$ cat config.mk
export PLATFORM = sky130hd
export DESIGN_NAME = multicycle_controller
export DESIGN_NICKNAME = d
export VERILOG_FILES = /design/src/rtl/mc_pkg.sv /design/src/rtl/alu_ctrl_dec.sv /design/src/rtl/multicycle_controller.sv
export SDC_FILE = /design/constraint.sdc
export NUM_CORES = 1
export LEC_CHECK = 0
export BUFFER_PORTS_ARGS = -buffer_cell sky130_fd_sc_hd__buf_2
export CORE_MARGIN = 1
export CORE_UTILIZATION = 44
export DETAILED_ROUTE_END_ITERATION = 10
export MAX_ROUTING_LAYER = met4
export PLACE_DENSITY = 0.79
export SLEW_MARGIN = 20
export SYNTH_ARGS = -nofsm -noshare
export SYNTH_HDL_FRONTEND = slang
export SYNTH_SLANG_ARGS = --single-unit
$ cat constraint.sdc
create_clock -name clk -period 2.82 [get_ports clk]
set_clock_uncertainty 0.2 [all_clocks]
set_input_delay 0.141 -clock clk [delete_from_list [all_inputs] [get_ports clk]]
set_output_delay 0.141 -clock clk [all_outputs]
set_load 0.1 [all_outputs]
$ cat src/rtl/mc_pkg.sv
// Shared definitions for the multicycle controller: state encoding, ALU control codes,
// opcode and funct values of the supported MIPS subset.
package mc_pkg;

  typedef enum logic [3:0] {
    StRst, StFetch, StDecode, StExeR, StExeI, StMemAddr, StMemRd, StMemWr,
    StWbAlu, StWbMem, StBranch, StJump, StFault
  } state_e;

  localparam logic [2:0] AluAddu = 3'b000;
  localparam logic [2:0] AluAdd  = 3'b001;
  localparam logic [2:0] AluOr   = 3'b010;
  localparam logic [2:0] AluSubu = 3'b100;
  localparam logic [2:0] AluSub  = 3'b101;
  localparam logic [2:0] AluSltu = 3'b110;
  localparam logic [2:0] AluSlt  = 3'b111;

  localparam logic [5:0] OpRtype = 6'b000000;
  localparam logic [5:0] OpOri   = 6'b001101;
  localparam logic [5:0] OpAddiu = 6'b001001;
  localparam logic [5:0] OpLw    = 6'b100011;
  localparam logic [5:0] OpSw    = 6'b101011;
  localparam logic [5:0] OpBeq   = 6'b000100;
  localparam logic [5:0] OpJ     = 6'b000010;

  localparam logic [5:0] FnAdd  = 6'b100000;
  localparam logic [5:0] FnAddu = 6'b100001;
  localparam logic [5:0] FnSub  = 6'b100010;
  localparam logic [5:0] FnSubu = 6'b100011;
  localparam logic [5:0] FnSlt  = 6'b101010;
  localparam logic [5:0] FnSltu = 6'b101011;

endpackage

$ cat src/rtl/alu_ctrl_dec.sv
// Combinational ALU control decode from (op, funct); also flags whether an R-type funct
// is one the datapath supports.
module alu_ctrl_dec
  import mc_pkg::*;
(
  input  logic [5:0] op_i,
  input  logic [5:0] funct_i,
  output logic [2:0] alu_ctr_o,
  output logic       funct_ok_o
);

  always_comb begin
    alu_ctr_o  = AluAddu;
    funct_ok_o = 1'b0;
    case (op_i)
      OpRtype: begin
        funct_ok_o = 1'b1;
        case (funct_i)
          FnAdd:   alu_ctr_o = AluAdd;
          FnAddu:  alu_ctr_o = AluAddu;
          FnSub:   alu_ctr_o = AluSub;
          FnSubu:  alu_ctr_o = AluSubu;
          FnSlt:   alu_ctr_o = AluSlt;
          FnSltu:  alu_ctr_o = AluSltu;
          default: funct_ok_o = 1'b0;
        endcase
      end
      OpOri:   alu_ctr_o = AluOr;
      OpBeq:   alu_ctr_o = AluSubu;
      default: alu_ctr_o = AluAddu;
    endcase
  end

endmodule

$ cat src/rtl/multicycle_controller.sv
// Multicycle control unit: sequences each instruction through fetch/decode/execute/memory/
// write-back, drives datapath controls and guards memory waits with a timeout watchdog.
module multicycle_controller
  import mc_pkg::*;
#(
  parameter int unsigned MEM_TIMEOUT = 16,
  parameter int unsigned TIMEOUT_W   = 5
) (
  input  logic        clk,
  input  logic        rst_n,
  input  logic [31:0] instr,
  input  logic        zero,
  input  logic        mem_ready,
  output logic        mem_req,
  output logic        mem_we,
  output logic        IorD,
  output logic        IRWr,
  output logic        PCWr,
  output logic        PCWrCond,
  output logic [1:0]  PCSrc,
  output logic        ALUSrcA,
  output logic [1:0]  ALUSrcB,
  output logic        ExtOp,
  output logic [2:0]  ALUctr,
  output logic        RegWr,
  output logic        RegDst,
  output logic        MemtoReg,
  output logic        retire,
  output logic        illegal,
  output logic        bus_err
);

  localparam logic [TIMEOUT_W-1:0] CntLimit = TIMEOUT_W'(MEM_TIMEOUT - 1);

  state_e                 state_q, state_d;
  logic [TIMEOUT_W-1:0]   wait_cnt_q, wait_cnt_d;
  logic                   illegal_q, illegal_d, bus_err_q, bus_err_d;
  logic [5:0]             op;
  logic [2:0]             dec_alu;
  logic                   funct_ok, ext_instr, in_wait, timeout_hit;
  logic                   unused_bits;

  assign op          = instr[31:26];
  assign unused_bits = ^{instr[25:6], zero};
  assign ext_instr   = (op == OpAddiu) || (op == OpLw) || (op == OpSw) || (op == OpBeq);
  assign in_wait     = (state_q == StFetch) || (state_q == StMemRd) || (state_q == StMemWr);
  // The access that would reach the limit still completes if mem_ready arrives that cycle.
  assign timeout_hit = (MEM_TIMEOUT != 0) && !mem_ready && (wait_cnt_q == CntLimit);

  alu_ctrl_dec u_alu_ctrl_dec (
    .op_i       (op),
    .funct_i    (instr[5:0]),
    .alu_ctr_o  (dec_alu),
    .funct_ok_o (funct_ok)
  );

  always_ff @(posedge clk or negedge rst_n) begin
    if (!rst_n) begin
      state_q    <= StRst;
      wait_cnt_q <= '0;
      illegal_q  <= 1'b0;
      bus_err_q  <= 1'b0;
    end else begin
      state_q    <= state_d;
      wait_cnt_q <= wait_cnt_d;
      illegal_q  <= illegal_d;
      bus_err_q  <= bus_err_d;
    end
  end

  always_comb begin
    state_d   = state_q;
    illegal_d = illegal_q;
    bus_err_d = bus_err_q;
    unique case (state_q)
      StRst:    state_d = StFetch;
      StFetch, StMemRd, StMemWr: begin
        if (mem_ready) begin
          state_d = (state_q == StFetch) ? StDecode :
                    (state_q == StMemRd) ? StWbMem : StFetch;
        end else if (timeout_hit) begin
          state_d   = StFault;
          bus_err_d = 1'b1;
        end
      end
      StDecode: begin
        case (op)
          OpRtype:        state_d = funct_ok ? StExeR : StFault;
          OpOri, OpAddiu: state_d = StExeI;
          OpLw, OpSw:     state_d = StMemAddr;
          OpBeq:          state_d = StBranch;
          OpJ:            state_d = StJump;
          default:        state_d = StFault;
        endcase
        if (state_d == StFault) illegal_d = 1'b1;
      end
      StExeR, StExeI: state_d = StWbAlu;
      StMemAddr:      state_d = (op == OpSw) ? StMemWr : StMemRd;
      StWbAlu, StWbMem, StBranch, StJump: state_d = StFetch;
      StFault:        state_d = StFault;
      default:        state_d = StFault;
    endcase

    wait_cnt_d = '0;
    if (in_wait && !mem_ready && (state_d == state_q)) begin
      wait_cnt_d = (&wait_cnt_q) ? wait_cnt_q : wait_cnt_q + 1'b1;
    end
  end

  always_comb begin
    mem_req  = 1'b0;
    mem_we   = 1'b0;
    IorD     = 1'b0;
    IRWr     = 1'b0;
    PCWr     = 1'b0;
    PCWrCond = 1'b0;
    PCSrc    = 2'b00;
    ALUSrcA  = 1'b0;
    ALUSrcB  = 2'b00;
    ExtOp    = 1'b0;
    ALUctr   = AluAddu;
    RegWr    = 1'b0;
    RegDst   = 1'b0;
    MemtoReg = 1'b0;
    retire   = 1'b0;
    unique case (state_q)
      StFetch: begin
        mem_req = 1'b1;
        ALUSrcB = 2'b01;
        IRWr    = mem_ready;
        PCWr    = mem_ready;
      end
      StDecode: begin
        ALUSrcB = 2'b11;
        ExtOp   = ext_instr;
      end
      StExeR: begin
        ALUSrcA = 1'b1;
        ALUctr  = dec_alu;
      end
      StExeI, StMemAddr: begin
        ALUSrcA = 1'b1;
        ALUSrcB = 2'b10;
        ExtOp   = ext_instr;
        ALUctr  = dec_alu;
      end
      StMemRd: begin
        mem_req = 1'b1;
        IorD    = 1'b1;
      end
      StMemWr: begin
        mem_req = 1'b1;
        mem_we  = 1'b1;
        IorD    = 1'b1;
        retire  = mem_ready;
      end
      StWbAlu: begin
        RegWr  = 1'b1;
        RegDst = (op == OpRtype);
        retire = 1'b1;
      end
      StWbMem: begin
        RegWr    = 1'b1;
        MemtoReg = 1'b1;
        retire   = 1'b1;
      end
      StBranch: begin
        ALUSrcA  = 1'b1;
        PCWrCond = 1'b1;
        PCSrc    = 2'b01;
        ExtOp    = ext_instr;
        ALUctr   = dec_alu;
        retire   = 1'b1;
      end
      StJump: begin
        PCWr   = 1'b1;
        PCSrc  = 2'b10;
        retire = 1'b1;
      end
      StRst, StFault: ;
      default: ;
    endcase
  end

  assign illegal = illegal_q;
  assign bus_err = bus_err_q;

endmodule
==> metrics.json, run 1 <==
{
  "finalCritPeriodShare_pct": 85.85,
  "globalRouteOverflowTotal": 0,
  "dr_wl_met2_um": 1165,
  "clock_tree.buffer_depth": 2,
  "post_layout_minimum_cycle_time_ps": 2421,
  "number_of_antenna_violations_at_the_first_check_in_global_routing": 0,
  "via_count": 1117,
  "met1_length_um": 1161,
  "criticalPathCategory": "register to output pin",
  "setup_violations": 0,
  "fin_total_pwr_mw": 1.493,
  "route.detailed.drc": 0,
  "pwr-share-clk_pct": 7.3,
  "die_width_um": 51.11,
  "design.die.area_um2": 2612,
  "timing.hold.worst_path_depth": 2,
  "seqPwrFrac_pct": 19.7,
  "min_delay_worst_endpoint": "wait_cnt_q[2]$_DFFE_PN0P_",
  "p_sw_share_pct": 69.03,
  "fmax_mhz": 413.1,
  "grt_pass1_vias": 967,
  "synth.area.mux_share_pct": 0.9434,
  "detail_route.wirelength_um": 2579,
  "route.top_layer_used": "met4",
  "grt_max_degree": 15,
  "hold_path_startpoint": "mem_ready",
  "final_net_count": 209,
  "power.ir.vdd_worst_uv": 969.4,
  "postSynthRegisterBits": 11,
  "combPwrFrac_pct": 73.1,
  "timing.reg2reg.setup_slack_ps": 620,
  "critical_path_arrival_ps": 2080,
  "route.detailed.wl_per_inst_um": 13.09,
  "io_pins": 57,
  "seq_area_frac_synth_pct": 25.94,
  "worst_reg2reg_path_depth": 7,
  "initial_utilization_pct": 47.51,
  "slew-limit-headroom_pct": 66.21,
  "clk_pin_slew_worst_paths_ps": 70,
  "ys_warn_count": 0,
  "htree_levels": 1,
  "switchingPower_mw": 1.031,
  "fp-row-count": 17,
  "drive_gt1_share_pct": 34.91,
  "outcome": "finished, final reports clean",
  "post_dp_cell_area_um2": 1274,
  "clock_insertion_delay_at_the_later_pin_of_the_skew_report_ps": 270,
  "final-hold-violation-count": 0,
  "antenna_cells_inserted": 0,
  "yosys.area_share.xor_xnor_pct": 4.127,
  "power.density_cell_area_nw_per_um2": 1140,
  "cts_tree": "yes",
  "timing.rr.start": "wait_cnt_q[0]$_DFFE_PN0P_",
  "synth_area_in_adders_pct": 4.481,
  "crit-reg2reg-capture": "wait_cnt_q[3]$_DFFE_PN0P_",
  "crit_path_cell_trace": "inv_2 > nand2_1 > o21ai_1 > nand2b_1 > inv_1 > buf_2",
  "routed-wl-met3_um": 188,
  "synth-compound-area-share_pct": 21.58,
  "worst_tran_pin_value_ps": 506.9,
  "drt-pass1-iter-count": 4,
  "element_type_at_the_critical_path_end": "output pin",
  "drv_cap": 0,
  "avgViaCountPerCell": 5.670,
  "worst_setup_path_start_kind": "register",
  "leakage_nw": 0.5945,
  "timing.critical_path.slowest_stage_cell": "dfrtp_1",
  "syn-num-nets": 174,
  "final.fill_count": 208,
  "dominant_combinational_cell_family_by_area_after_synthesis": "simple AND/OR/NAND/NOR gates",
  "rsz0062_at_grt": "no",
  "post_synth_and_or_nand_nor_area_fraction_pct": 37.38,
  "postLayoutCellArea_um2": 1310,
  "post_synth_num_cell_types": 47,
  "synth_cell_area_um2": 1061,
  "cts_sinks": 11,
  "power.internal_mw": 0.4623,
  "data_required_critical_path_ps": 2480,
  "antenna_violating_nets_post_route": 0,
  "cts.root.buffer_cell": "clkbuf_4",
  "drv_slew": 0,
  "grt_util_all_layers_pct": 21.61,
  "worstPathMaxFanout": 13,
  "detail_route.iter0.violations": 33,
  "synth_cells": 135,
  "portBuffers": 35,
  "die_height_um": 51.11,
  "syn_to_final_growth_pct": 23.47,
  "cpPeakStageDelay_ps": 530,
  "tritoncts_buffers": 3,
  "finalSetupTns_ps": 0,
  "final_util_pct": 58.66,
  "globalplace.congestion": 0.9116,
  "hpwl_um": 2037,
  "grt_first_pass_wirelength_um": 4146,
  "placeableCoreArea_um2": 2233,
  "worst_hold_path_type": "input pin to register",
  "syn_avg_cell_area_um2": 7.859
}
## cells by family (layout without fill, tap and decap cells)
logic type | count (synthesis) | count (layout)
adder cells (fa/ha/maj) | 4 | 4
AND/OR/NAND/NOR | 67 | 67
buffers and inverters | 14 | 48
flip-flops | 11 | 11
AO/OA/AOI/OAI | 33 | 33
XOR/XNOR | 5 | 5
multiplexers | 1 | 1
## synth_stat cells, drive strengths merged
master / n / share of area [%]
nor2: 20 / 7.1
nand2: 15 / 5.3
a21oi: 12 / 6.0
dfrtp: 11 / 26
inv: 8 / 2.8
nor4: 8 / 9.1
nor3: 7 / 4.2
o21ai: 6 / 2.8
xor2: 4 / 3.3
buf: 3 / 1.7
clkbuf: 3 / 1.1
ha: 3 / 3.5
nand2b: 3 / 1.8
a21boi: 2 / 1.8
a31oi: 2 / 1.2
nand3: 2 / 0.94
nand3b: 2 / 1.4
nand4: 2 / 1.2
o311ai: 2 / 1.7
a22o: 1 / 1.7
a31o: 1 / 0.83
a32o: 1 / 1.1
a41oi: 1 / 0.83
and2: 1 / 0.83
and3: 1 / 0.59
maj3: 1 / 0.94
mux2i: 1 / 0.94
nand4b: 1 / 0.83
nor2b: 1 / 0.59
nor3b: 1 / 1.2
o21bai: 1 / 0.71
o221ai: 1 / 0.83
o22ai: 1 / 0.59
o31ai: 1 / 0.71
o32a: 1 / 0.94
or2: 1 / 0.59
or3b: 1 / 0.83
or4b: 1 / 0.94
xnor2: 1 / 0.83
## power groups by stage
stage	registers, mW	clock network (mW)	logic (mW)
after floorplan	0.269	0	0.955
after global placement	0.292	0	1.07
after detailed placement	0.294	0	1.09
after CTS	0.291	0.111	1.09
after global routing	0.305	0.116	1.14
final	0.294	0.108	1.09
## registers in the layout (all words and copies together), names as in the netlist
signal,flops
wait_cnt_q,5
illegal,1
bus_err,1
state_q,4
## routing by layer
metal / vias to the layer above / GRT usage, %
met2: 61 / 33.11
met5: - / -
met4: 0 / 9.722
met1: 487 / 27.24
met3: 9 / 4.464
li1: 560 / -
## worst max-delay path: cells and delay by family, from the launching register on
family / cells / cell delay [ps]
buffers and inverters: 3 / 700
DFF: 1 / 530
and+or+nand+nor: 2 / 400
AOI/OAI and AO/OA: 1 / 170
## cell usage in the layout (no fill, tap or decap), types with 2 or more instances in the layout
cell type	netlist	final
nand3_1	2	2
a31oi_1	2	2
nand3b_1	2	2
nand4_1	2	2
nor2_1	20	20
ha_1	3	3
nand2_1	15	15
nor4_2	5	6
o21ai_1	3	3
dfrtp_1	11	11
buf_2	2	35
clkbuf_4	0	3
nor4_4	1	2
inv_2	2	2
nand2b_1	3	3
xor2_1	4	4
o21ai_0	3	3
o311ai_1	2	2
inv_1	6	6
nor3_2	2	3
a21oi_1	11	11
nor3_1	5	4
## worst max-delay path by stage
stage | start | end | slack (ps) | depth (start not counted)
after CTS | state_q[1]$_DFF_PN0_ | mem_req | 390 | 6
after detailed placement | wait_cnt_q[0]$_DFFE_PN0P_ | wait_cnt_q[3]$_DFFE_PN0P_ | 640 | 7
after floorplan | state_q[3]$_DFF_PN0_ | PCWr | -410 | 4
after global placement | wait_cnt_q[0]$_DFFE_PN0P_ | wait_cnt_q[0]$_DFFE_PN0P_ | 680 | 7
after global routing | state_q[2]$_DFF_PN0_ | ALUctr[1] | 270 | 5
final | state_q[1]$_DFF_PN0_ | mem_req | 400 | 6
## cell type report
cell class                      count  area [um2]  share of cell area, %
Multi-Input combinational cell    110       758.2                  57.88
Sequential cell                    11       275.3                  21.01
Timing Repair Buffer               36       185.2                  14.14
Tap cell                           28       35.03                  2.674
Inverter                            8       30.03                  2.292
Clock buffer                        4       26.28                  2.006
## through the flow
step / cells / setup slack (ps) / hold WS [ps]
4_1_cts: 197 / 394.7 / 9.819
3_3_place_gp: 192 / 676.9 / -185.0
2_1_floorplan: 135 / -410.6 / -354.6
6_report: 197 / 399.0 / 18.76
3_5_place_dp: 192 / 637.4 / -176.1
5_1_grt: 197 / 266.7 / 31.03
## repair_timing
action,4_1_cts,5_1_grt
setup endpoints to repair,0,0
resized for setup,0,0
hold buffers,1,0
buffers inserted,0,0
endpoints found under the hold margin,11,0
Power figures use the tool's default switching activity.
==> run 2, diff against run 1 <==
==> constraint.sdc (replaced) <==
create_clock -name clk -period 2.82 [get_ports clk]
set_clock_uncertainty 0.2 [all_clocks]
set_input_delay 0.141 -clock clk [delete_from_list [all_inputs] [get_ports clk]]
set_output_delay 0.141 -clock clk [all_outputs]
set_load 0.02 [all_outputs]
==> run 2 against run 1 <==
Non-clock buffer count unchanged; total power decreased by 34%; sequential power decreased by 2%; critical path depth increased by 1; via count increased by 3.0%; die area unchanged; cell count unchanged; largest cell class unchanged.
==> metrics.json, run 2 (synthesis gave the netlist of run 1 again) <==
{
  "syn_to_final_growth": {"value": 20.64, "unit": "%", "change": "was 23.47%"},
  "worst_reg2reg_path_depth": {"value": 7, "change": "unchanged"},
  "drt-pass1-iter-count": {"value": 4, "change": "unchanged"},
  "power.ir.vdd_worst": {"value": 426.6, "unit": "uV", "change": "was 969.4 uV"},
  "clock_tree.buffer_depth": {"value": 2, "change": "unchanged"},
  "clk_pin_slew_worst_paths": {"value": 70, "unit": "ps", "change": "about the same"},
  "seqPwrFrac": {"value": 29.3, "unit": "%", "change": "was 19.7%"},
  "worst_path_dominant_cell_family": {"value": "simple AND/OR/NAND/NOR gates", "change": "was buffers and inverters"},
  "final-hold-violation-count": {"value": 0, "change": "unchanged"},
  "pwr-share-clk": {"value": 10.9, "unit": "%", "change": "was 7.3%"},
  "fin_total_pwr": {"value": 0.9890, "unit": "mW", "change": "was 1.493 mW"},
  "min_delay_worst_endpoint": {"value": "wait_cnt_q[2]$_DFFE_PN0P_", "change": "unchanged"},
  "combPwrFrac": {"value": 59.8, "unit": "%", "change": "was 73.1%"},
  "htree_levels": {"value": 1, "change": "unchanged"},
  "critPathBufInv": {"value": 0, "change": "was 3"},
  "worst_hold_path_type": {"value": "input pin to register", "change": "unchanged"},
  "portBuffers": {"value": 35, "change": "unchanged"},
  "timing.rr.start": {"value": "wait_cnt_q[0]$_DFFE_PN0P_", "change": "unchanged"},
  "hold_path_startpoint": {"value": "mem_ready", "change": "unchanged"},
  "worst_slack": {"value": 575.2, "unit": "ps", "change": "was 399.0 ps"},
  "route.detailed.wl_per_inst": {"value": 13.52, "unit": "um", "change": "was 13.09 um"},
  "via_count": {"value": 1150, "change": "was 1117"},
  "setup_violations": {"value": 0, "change": "unchanged"},
  "drv_slew": {"value": 0, "change": "unchanged"},
  "outcome": {"value": "finished, final reports clean", "change": "unchanged"},
  "critical-path-top-cell-by-count": "ha_1",
  "largest_register_ffs": {"value": 5, "change": "unchanged"},
  "route.detailed.drc": {"value": 0, "change": "unchanged"},
  "post_layout_minimum_cycle_time": {"value": 2245, "unit": "ps", "change": "was 2421 ps"},
  "final.fill_count": {"value": 228, "change": "was 208"},
  "timing.hold.worst_path_depth": {"value": 2, "change": "unchanged"},
  "finalCritPeriodShare": {"value": 79.60, "unit": "%", "change": "was 85.85%"},
  "slew-limit-headroom": {"value": 69.87, "unit": "%", "change": "was 66.21%"},
  "p_sw_share": {"value": 54.21, "unit": "%", "change": "was 69.03%"},
  "avgViaCountPerCell": {"value": 5.838, "change": "was 5.670"},
  "largest_registers_ranked_by_flip_flop_count": {"value": "wait_cnt_q x5, state_q x4", "change": "unchanged"},
  "globalRouteOverflowTotal": {"value": 0, "change": "unchanged"},
  "worst_setup_path_start_kind": {"value": "register", "change": "unchanged"},
  "most_frequent_cells_in_the_layout": {"value": "buf_2, nor2_1, nand2_1", "change": "unchanged"},
  "switchingPower": {"value": 0.5361, "unit": "mW", "change": "was 1.031 mW"},
  "final_net_count": {"value": 209, "change": "unchanged"},
  "cpPeakStageDelay": {"value": 410, "unit": "ps", "change": "was 530 ps"},
  "regMostFlops": {"value": "wait_cnt_q", "change": "unchanged"},
  "cts_sinks": {"value": 11, "change": "unchanged"},
  "die_width": {"value": 51.11, "unit": "um", "change": "unchanged"},
  "crit_path_cell_trace": {"value": "ha_1 > and3_1 > ha_1 > nand2_1 > o21ai_0 > a32o_2 > nor4_2", "change": "was inv_2 > nand2_1 > o21ai_1 > nand2b_1 > inv_1 > buf_2"},
  "crit-reg2reg-capture": {"value": "wait_cnt_q[4]$_DFFE_PN0P_", "change": "was wait_cnt_q[3]$_DFFE_PN0P_"},
  "initial_utilization": {"value": 47.51, "unit": "%", "change": "unchanged"},
  "grt_pass1_vias": {"value": 982, "change": "was 967"},
  "cts_tree": {"value": "yes", "change": "unchanged"},
  "antenna_violating_nets_post_route": {"value": 0, "change": "unchanged"},
  "hpwl": {"value": 2105, "unit": "um", "change": "was 2037 um"},
  "grt_first_pass_wirelength": {"value": 4381, "unit": "um", "change": "was 4146 um"},
  "placement.setup.worst_slack": {"value": 599.5, "unit": "ps", "change": "was 637.4 ps"},
  "postCtsSetupRepairBufs": {"value": 0, "change": "unchanged"},
  "hold-worst-slack": {"value": 14.24, "unit": "ps", "change": "was 18.76 ps"},
  "io_pins": {"value": 57, "change": "unchanged"},
  "cts.root.buffer_cell": {"value": "clkbuf_4", "change": "unchanged"},
  "timing.reg2reg.setup_slack": {"value": 580, "unit": "ps", "change": "was 620 ps"},
  "detail_route.wirelength": {"value": 2664, "unit": "um", "change": "was 2579 um"},
  "element_type_at_the_critical_path_end": {"value": "register", "change": "was output pin"},
  "criticalPathCategory": {"value": "register to register", "change": "was register to output pin"},
  "globalplace.congestion": {"value": 0.9905, "change": "was 0.9116"},
  "ctsResizeCount": {"value": 0, "change": "unchanged"},
  "detail_route.iter0.violations": {"value": 36, "change": "was 33"},
  "drive_gt1_share": {"value": 33.14, "unit": "%", "change": "was 34.91%"},
  "timing.critical_path.slowest_stage_cell": {"value": "dfrtp_1", "change": "unchanged"},
  "tritoncts_buffers": {"value": 3, "change": "unchanged"},
  "drv_cap": {"value": 0, "change": "unchanged"},
  "critical_path_arrival": {"value": 2220, "unit": "ps", "change": "was 2080 ps"},
  "data_required_critical_path": {"value": 2790, "unit": "ps", "change": "was 2480 ps"},
  "design.die.area": {"value": 2612, "unit": "um2", "change": "unchanged"},
  "finalSetupTns": {"value": 0, "unit": "ps", "change": "unchanged"},
  "number_of_antenna_violations_at_the_first_check_in_global_routing": {"value": 0, "change": "unchanged"},
  "rsz0062_at_grt": {"value": "no", "change": "unchanged"},
  "worstPathMaxFanout": {"value": 5, "change": "was 13"},
  "placeableCoreArea": {"value": 2233, "unit": "um2", "change": "unchanged"},
  "fmax": {"value": 445.5, "unit": "MHz", "change": "was 413.1 MHz"},
  "power.internal": {"value": 0.4529, "unit": "mW", "change": "was 0.4623 mW"},
  "fp-row-count": {"value": 17, "change": "unchanged"},
  "antenna_cells_inserted": {"value": 0, "change": "unchanged"},
  "grt_util_all_layers": {"value": 22.88, "unit": "%", "change": "was 21.61%"},
  "power.density_cell_area": {"value": 772.7, "unit": "nW/um2", "change": "was 1140 nW/um2"},
  "grt_max_degree": {"value": 15, "change": "unchanged"},
  "leakage": {"value": 0.5924, "unit": "nW", "change": "was 0.5945 nW"},
  "worst_tran_pin_value": {"value": 452.0, "unit": "ps", "change": "was 506.9 ps"},
  "mostFrequentLayoutCell": {"value": "buf_2", "change": "unchanged"},
  "clock_insertion_delay_at_the_later_pin_of_the_skew_report": {"value": 270, "unit": "ps", "change": "about the same"},
  "die_height": {"value": 51.11, "unit": "um", "change": "unchanged"},
  "final_util": {"value": 57.31, "unit": "%", "change": "was 58.66%"},
  "multi_input_area": {"value": 726.9, "unit": "um2", "change": "was 758.2 um2"},
  "layout.area.seq": {"value": 275.3, "unit": "um2", "change": "unchanged"}
}
run 2: changes by cell type in the layout (fill, tap and decap cells not counted), sizes merged:
cell / previous run / this run
clkbuf: 4 / 3
clkinv: 0 / 1
run 2: repair_timing:
action | 4_1_cts | 5_1_grt
hold endpoints to repair | 11 | 0
setup endpoints to repair | 0 | 0
hold buffers | 1 | 0
run 2: final cells by class:
class | instances | area share [%]
Multi-Input combinational cell | 110 | 56.79
Sequential cell | 11 | 21.51
Timing Repair Buffer | 36 | 14.47
Clock inverter | 1 | 0.3910
Tap cell | 28 | 2.737
Clock buffer | 3 | 1.760
Inverter | 8 | 2.346
run 2: metal layers:
layer / GRT usage, % / vias up / wire [um]
met3: 3.571 / 6 / 181
met4: 7.407 / 0 / 36
met5: - / - / 0
met1: 26.82 / 531 / 1036
met2: 39.69 / 56 / 1410
li1: - / 557 / -
run 2: worst max-delay path by stage:
stage                               from                         to  slack, ps  depth (start not counted)
2_1_floorplan       state_q[3]$_DFF_PN0_                       PCWr        800                          3
3_3_place_gp   wait_cnt_q[0]$_DFFE_PN0P_  wait_cnt_q[0]$_DFFE_PN0P_        680                          7
3_5_place_dp   wait_cnt_q[0]$_DFFE_PN0P_  wait_cnt_q[1]$_DFFE_PN0P_        600                          7
4_1_cts        wait_cnt_q[0]$_DFFE_PN0P_  wait_cnt_q[1]$_DFFE_PN0P_        580                          7
5_1_grt        wait_cnt_q[0]$_DFFE_PN0P_  wait_cnt_q[4]$_DFFE_PN0P_        410                          7
6_report       wait_cnt_q[0]$_DFFE_PN0P_  wait_cnt_q[4]$_DFFE_PN0P_        580                          7
run 2: power groups by stage:
| stage | sequential, mW | combinational (mW) | clock (mW) |
|---|---|---|---|
| 2_1_floorplan | 0.232 | 0.482 | 0 |
| 3_3_place_gp | 0.286 | 0.571 | 0 |
| 6_report | 0.289 | 0.592 | 0.108 |
| 3_5_place_dp | 0.291 | 0.586 | 0 |
| 5_1_grt | 0.297 | 0.644 | 0.116 |
| 4_1_cts | 0.286 | 0.589 | 0.111 |
run 2: through the flow:
step / cell area [um2] / instances
floorplan: 1061 / 135
global placement: 1242 / 192
detailed placement: 1242 / 192
CTS: 1280 / 197
global route: 1280 / 197
finish: 1280 / 197
run 2: worst register-to-register path: cells and delay by family (launching register included):
family	cells	cell delay (ps)
simple gates	3	620
fa+ha+maj	2	480
compound gates	2	440
flops	1	410
==> run 3, diff against run 2 <==
--- a/config.mk
+++ b/config.mk
@@ -7,10 +7,10 @@
 export LEC_CHECK = 0
 export BUFFER_PORTS_ARGS = -buffer_cell sky130_fd_sc_hd__buf_2
 export CORE_MARGIN = 1
-export CORE_UTILIZATION = 44
+export CORE_UTILIZATION = 40
 export DETAILED_ROUTE_END_ITERATION = 10
 export MAX_ROUTING_LAYER = met4
-export PLACE_DENSITY = 0.79
+export PLACE_DENSITY = 0.76
 export SLEW_MARGIN = 20
 export SYNTH_ARGS = -nofsm -noshare
 export SYNTH_HDL_FRONTEND = slang
==> constraint.sdc (replaced) <==
create_clock -name clk -period 1.9 [get_ports clk]
set_clock_uncertainty 0.2 [all_clocks]
set_input_delay 0.095 -clock clk [delete_from_list [all_inputs] [get_ports clk]]
set_output_delay 0.095 -clock clk [all_outputs]
set_load 0.02 [all_outputs]
==> run 3 against run 2 <==
The run now ends with negative setup slack left; worst setup slack worse by 660 ps; sequential power is 17% higher; utilization is 6.6 points higher; critical path type unchanged.
==> metrics.json, run 3 (synthesis gave the netlist of run 1 again) <==
{
  "worst_setup_path_start_kind": {"value": "register", "change": "unchanged"},
  "setup_violations": {"value": 6, "change": "was 0"},
  "antenna_cells_inserted": {"value": 0, "change": "unchanged"},
  "via_count": {"value": 1223, "change": "was 1150"},
  "leakage": {"value": 0.7092, "unit": "nW", "change": "was 0.5924 nW"},
  "pwr-share-clk": {"value": 8.1, "unit": "%", "change": "was 10.9%"},
  "portBuffers": {"value": 35, "change": "unchanged"},
  "cts.root.buffer_cell": {"value": "clkbuf_4", "change": "unchanged"},
  "fin_total_pwr": {"value": 1.962, "unit": "mW", "change": "was 0.9890 mW"},
  "timing.reg2reg.setup_slack": {"value": -80, "unit": "ps", "change": "was 580 ps"},
  "place_inst": {"value": 208, "change": "was 192"},
  "die_height": {"value": 53.50, "unit": "um", "change": "was 51.11 um"},
  "crit-reg2reg-capture": {"value": "wait_cnt_q[1]$_DFFE_PN0P_", "change": "was wait_cnt_q[4]$_DFFE_PN0P_"},
  "finalSetupTns": {"value": -325.1, "unit": "ps", "change": "was 0 ps"},
  "mostFrequentLayoutCell": {"value": "buf_2", "change": "unchanged"},
  "grt_pass1_vias": {"value": 974, "change": "was 982"},
  "syn_to_final_growth": {"value": 50.47, "unit": "%", "change": "was 20.64%"},
  "route.detailed.wl_per_inst": {"value": 14.95, "unit": "um", "change": "was 13.52 um"},
  "slew-limit-headroom": {"value": 77.86, "unit": "%", "change": "was 69.87%"},
  "worst_slack": {"value": -81.45, "unit": "ps", "change": "was 575.2 ps"},
  "drt-pass1-iter-count": {"value": 4, "change": "unchanged"},
  "drv_slew": {"value": 0, "change": "unchanged"},
  "switchingPower": {"value": 1.019, "unit": "mW", "change": "was 0.5361 mW"},
  "clock_tree.buffer_depth": {"value": 2, "change": "unchanged"},
  "combPwrFrac": {"value": 74.6, "unit": "%", "change": "was 59.8%"},
  "most_frequent_cells_in_the_layout": {"value": "buf_2, buf_4, nor2_1", "change": "was buf_2, nor2_1, nand2_1"},
  "element_type_at_the_critical_path_end": {"value": "register", "change": "unchanged"},
  "finalCritPeriodShare": {"value": 104.3, "unit": "%", "change": "was 79.60%"},
  "drive_gt1_share": {"value": 50.79, "unit": "%", "change": "was 33.14%"},
  "antenna_violating_nets_post_route": {"value": 0, "change": "unchanged"},
  "fmax": {"value": 504.7, "unit": "MHz", "change": "was 445.5 MHz"},
  "globalplace.congestion": {"value": 0.9400, "change": "was 0.9905"},
  "cts_sinks": {"value": 11, "change": "unchanged"},
  "htree_levels": {"value": 1, "change": "unchanged"},
  "critical_path_arrival": {"value": 1950, "unit": "ps", "change": "was 2220 ps"},
  "placeableCoreArea": {"value": 2500, "unit": "um2", "change": "was 2233 um2"},
  "globalRouteOverflowTotal": {"value": 0, "change": "unchanged"},
  "regMostFlops": {"value": "wait_cnt_q", "change": "unchanged"},
  "post_dp_cell_area": {"value": 1376, "unit": "um2", "change": "was 1242 um2"},
  "clk_pin_slew_worst_paths": {"value": 70, "unit": "ps", "change": "about the same"},
  "cts_tree": {"value": "yes", "change": "unchanged"},
  "worst_reg2reg_path_depth": {"value": 7, "change": "unchanged"},
  "number_of_antenna_violations_at_the_first_check_in_global_routing": {"value": 0, "change": "unchanged"},
  "hold-worst-slack": {"value": 7.196, "unit": "ps", "change": "was 14.24 ps"},
  "criticalPathCategory": {"value": "register to register", "change": "unchanged"},
  "clock_insertion_delay_at_the_later_pin_of_the_skew_report": {"value": 270, "unit": "ps", "change": "about the same"},
  "placement.setup.worst_slack": {"value": -139.3, "unit": "ps", "change": "was 599.5 ps"},
  "avgViaCountPerCell": {"value": 5.584, "change": "was 5.838"},
  "fp-row-count": {"value": 18, "change": "was 17"},
  "largest_register_ffs": {"value": 5, "change": "unchanged"},
  "finish.cell_count_without_fillers": {"value": 219, "change": "was 197"},
  "tritoncts_buffers": {"value": 3, "change": "unchanged"},
  "hpwl": {"value": 2268, "unit": "um", "change": "was 2105 um"},
  "power.internal": {"value": 0.9433, "unit": "mW", "change": "was 0.4529 mW"},
  "data_required_critical_path": {"value": 1870, "unit": "ps", "change": "was 2790 ps"},
  "final-hold-violation-count": {"value": 0, "change": "unchanged"},
  "p_sw_share": {"value": 51.92, "unit": "%", "change": "was 54.21%"},
  "largest_registers_ranked_by_flip_flop_count": {"value": "wait_cnt_q x5, state_q x4", "change": "unchanged"},
  "worstPathMaxFanout": {"value": 5, "change": "unchanged"},
  "grt_util_all_layers": {"value": 22.49, "unit": "%", "change": "was 22.88%"},
  "io_pins": {"value": 57, "change": "unchanged"},
  "die_width": {"value": 53.50, "unit": "um", "change": "was 51.11 um"},
  "worst_tran_pin_value": {"value": 326.9, "unit": "ps", "change": "was 452.0 ps"},
  "route.detailed.drc": {"value": 0, "change": "unchanged"},
  "final_util": {"value": 63.86, "unit": "%", "change": "was 57.31%"},
  "drv_cap": {"value": 0, "change": "unchanged"},
  "grt_max_degree": {"value": 13, "change": "was 15"},
  "seqPwrFrac": {"value": 17.2, "unit": "%", "change": "was 29.3%"},
  "post_layout_minimum_cycle_time": {"value": 1981, "unit": "ps", "change": "was 2245 ps"},
  "power.density_cell_area": {"value": 1229, "unit": "nW/um2", "change": "was 772.7 nW/um2"},
  "detail_route.wirelength": {"value": 3274, "unit": "um", "change": "was 2664 um"},
  "postLayoutCellArea": {"value": 1597, "unit": "um2", "change": "was 1280 um2"},
  "initial_utilization": {"value": 42.44, "unit": "%", "change": "was 47.51%"},
  "detail_route.iter0.violations": {"value": 23, "change": "was 36"},
  "worst_hold_path_type": {"value": "input pin to asynchronous set/reset pin", "change": "was input pin to register"},
  "violations": "negative setup slack",
  "timing.rr.start": {"value": "wait_cnt_q[0]$_DFFE_PN0P_", "change": "unchanged"},
  "grt_first_pass_wirelength": {"value": 4478, "unit": "um", "change": "was 4381 um"},
  "design.die.area": {"value": 2862, "unit": "um2", "change": "was 2612 um2"},
  "rsz0062_at_grt": {"value": "yes", "change": "was no"},
  "outcome": {"value": "finished with violations", "change": "was finished, final reports clean"},
  "power.ir.vdd_worst": {"value": 936.0, "unit": "uV", "change": "was 426.6 uV"},
  "final_net_count": {"value": 229, "change": "was 209"}
}
==> run 3: changes by cell type in the layout (fill, tap and decap cells not counted), sizes merged <==
cell / delta
buf: +19
clkbuf: +1
clkinv: -1
dlygate4sd3: +1
==> run 3: worst max-delay path by stage <==
| stage | startpoint | end | cells after the start |
|---|---|---|---|
| 6_report | wait_cnt_q[0]$_DFFE_PN0P_ | wait_cnt_q[1]$_DFFE_PN0P_ | 7 |
| 5_1_grt | wait_cnt_q[0]$_DFFE_PN0P_ | wait_cnt_q[0]$_DFFE_PN0P_ | 7 |
| 4_1_cts | wait_cnt_q[0]$_DFFE_PN0P_ | wait_cnt_q[1]$_DFFE_PN0P_ | 7 |
| 3_5_place_dp | wait_cnt_q[1]$_DFFE_PN0P_ | wait_cnt_q[4]$_DFFE_PN0P_ | 7 |
| 3_3_place_gp | wait_cnt_q[0]$_DFFE_PN0P_ | wait_cnt_q[2]$_DFFE_PN0P_ | 7 |
| 2_1_floorplan | wait_cnt_q[0]$_DFFE_PN0P_ | wait_cnt_q[0]$_DFFE_PN0P_ | 7 |
==> run 3: repair_timing <==
item,CTS,global route
resized for setup,6,23
buffers inserted,0,5
gates cloned,0,0
hold buffers,2,0
setup endpoints to repair,13,15
pin swaps,7,2
endpoints found under the hold margin,13,0
==> run 3: cell type report <==
class / count / area (um2)
multi-input combinational: 110 / 875.8
fill: 202 / 903.4
inverter: 8 / 30.03
tap: 30 / 37.54
timing repair buffer: 56 / 350.3
sequential: 11 / 276.5
clock buffer: 4 / 26.28
==> run 3: power groups by stage <==
stage / clock [mW] / sequential (mW) / combinational, mW
global placement: 0 / 0.348 / 1.11
global route: 0.177 / 0.348 / 1.55
CTS: 0.165 / 0.347 / 1.16
floorplan: 0 / 0.344 / 0.722
finish: 0.159 / 0.338 / 1.46
detailed placement: 0 / 0.349 / 1.12
==> run 3: worst max-delay path, cell delays in order (launching register included) <==
cell and delay (ps):
dfrtp_1 390, ha_2 190, and3_4 190, ha_4 180, nand2_2 90, o21ai_0 90
a32o_2 350, nor4_2 180
==> run 3: layer usage <==
layer | up-vias | global-route usage, % | wire, um
li1 | 598 | - | -
met1 | 586 | 29.69 | 1416
met2 | 33 | 35.83 | 1662
met3 | 6 | 5.172 | 145
met4 | 0 | 2.632 | 49
met5 | - | - | 0
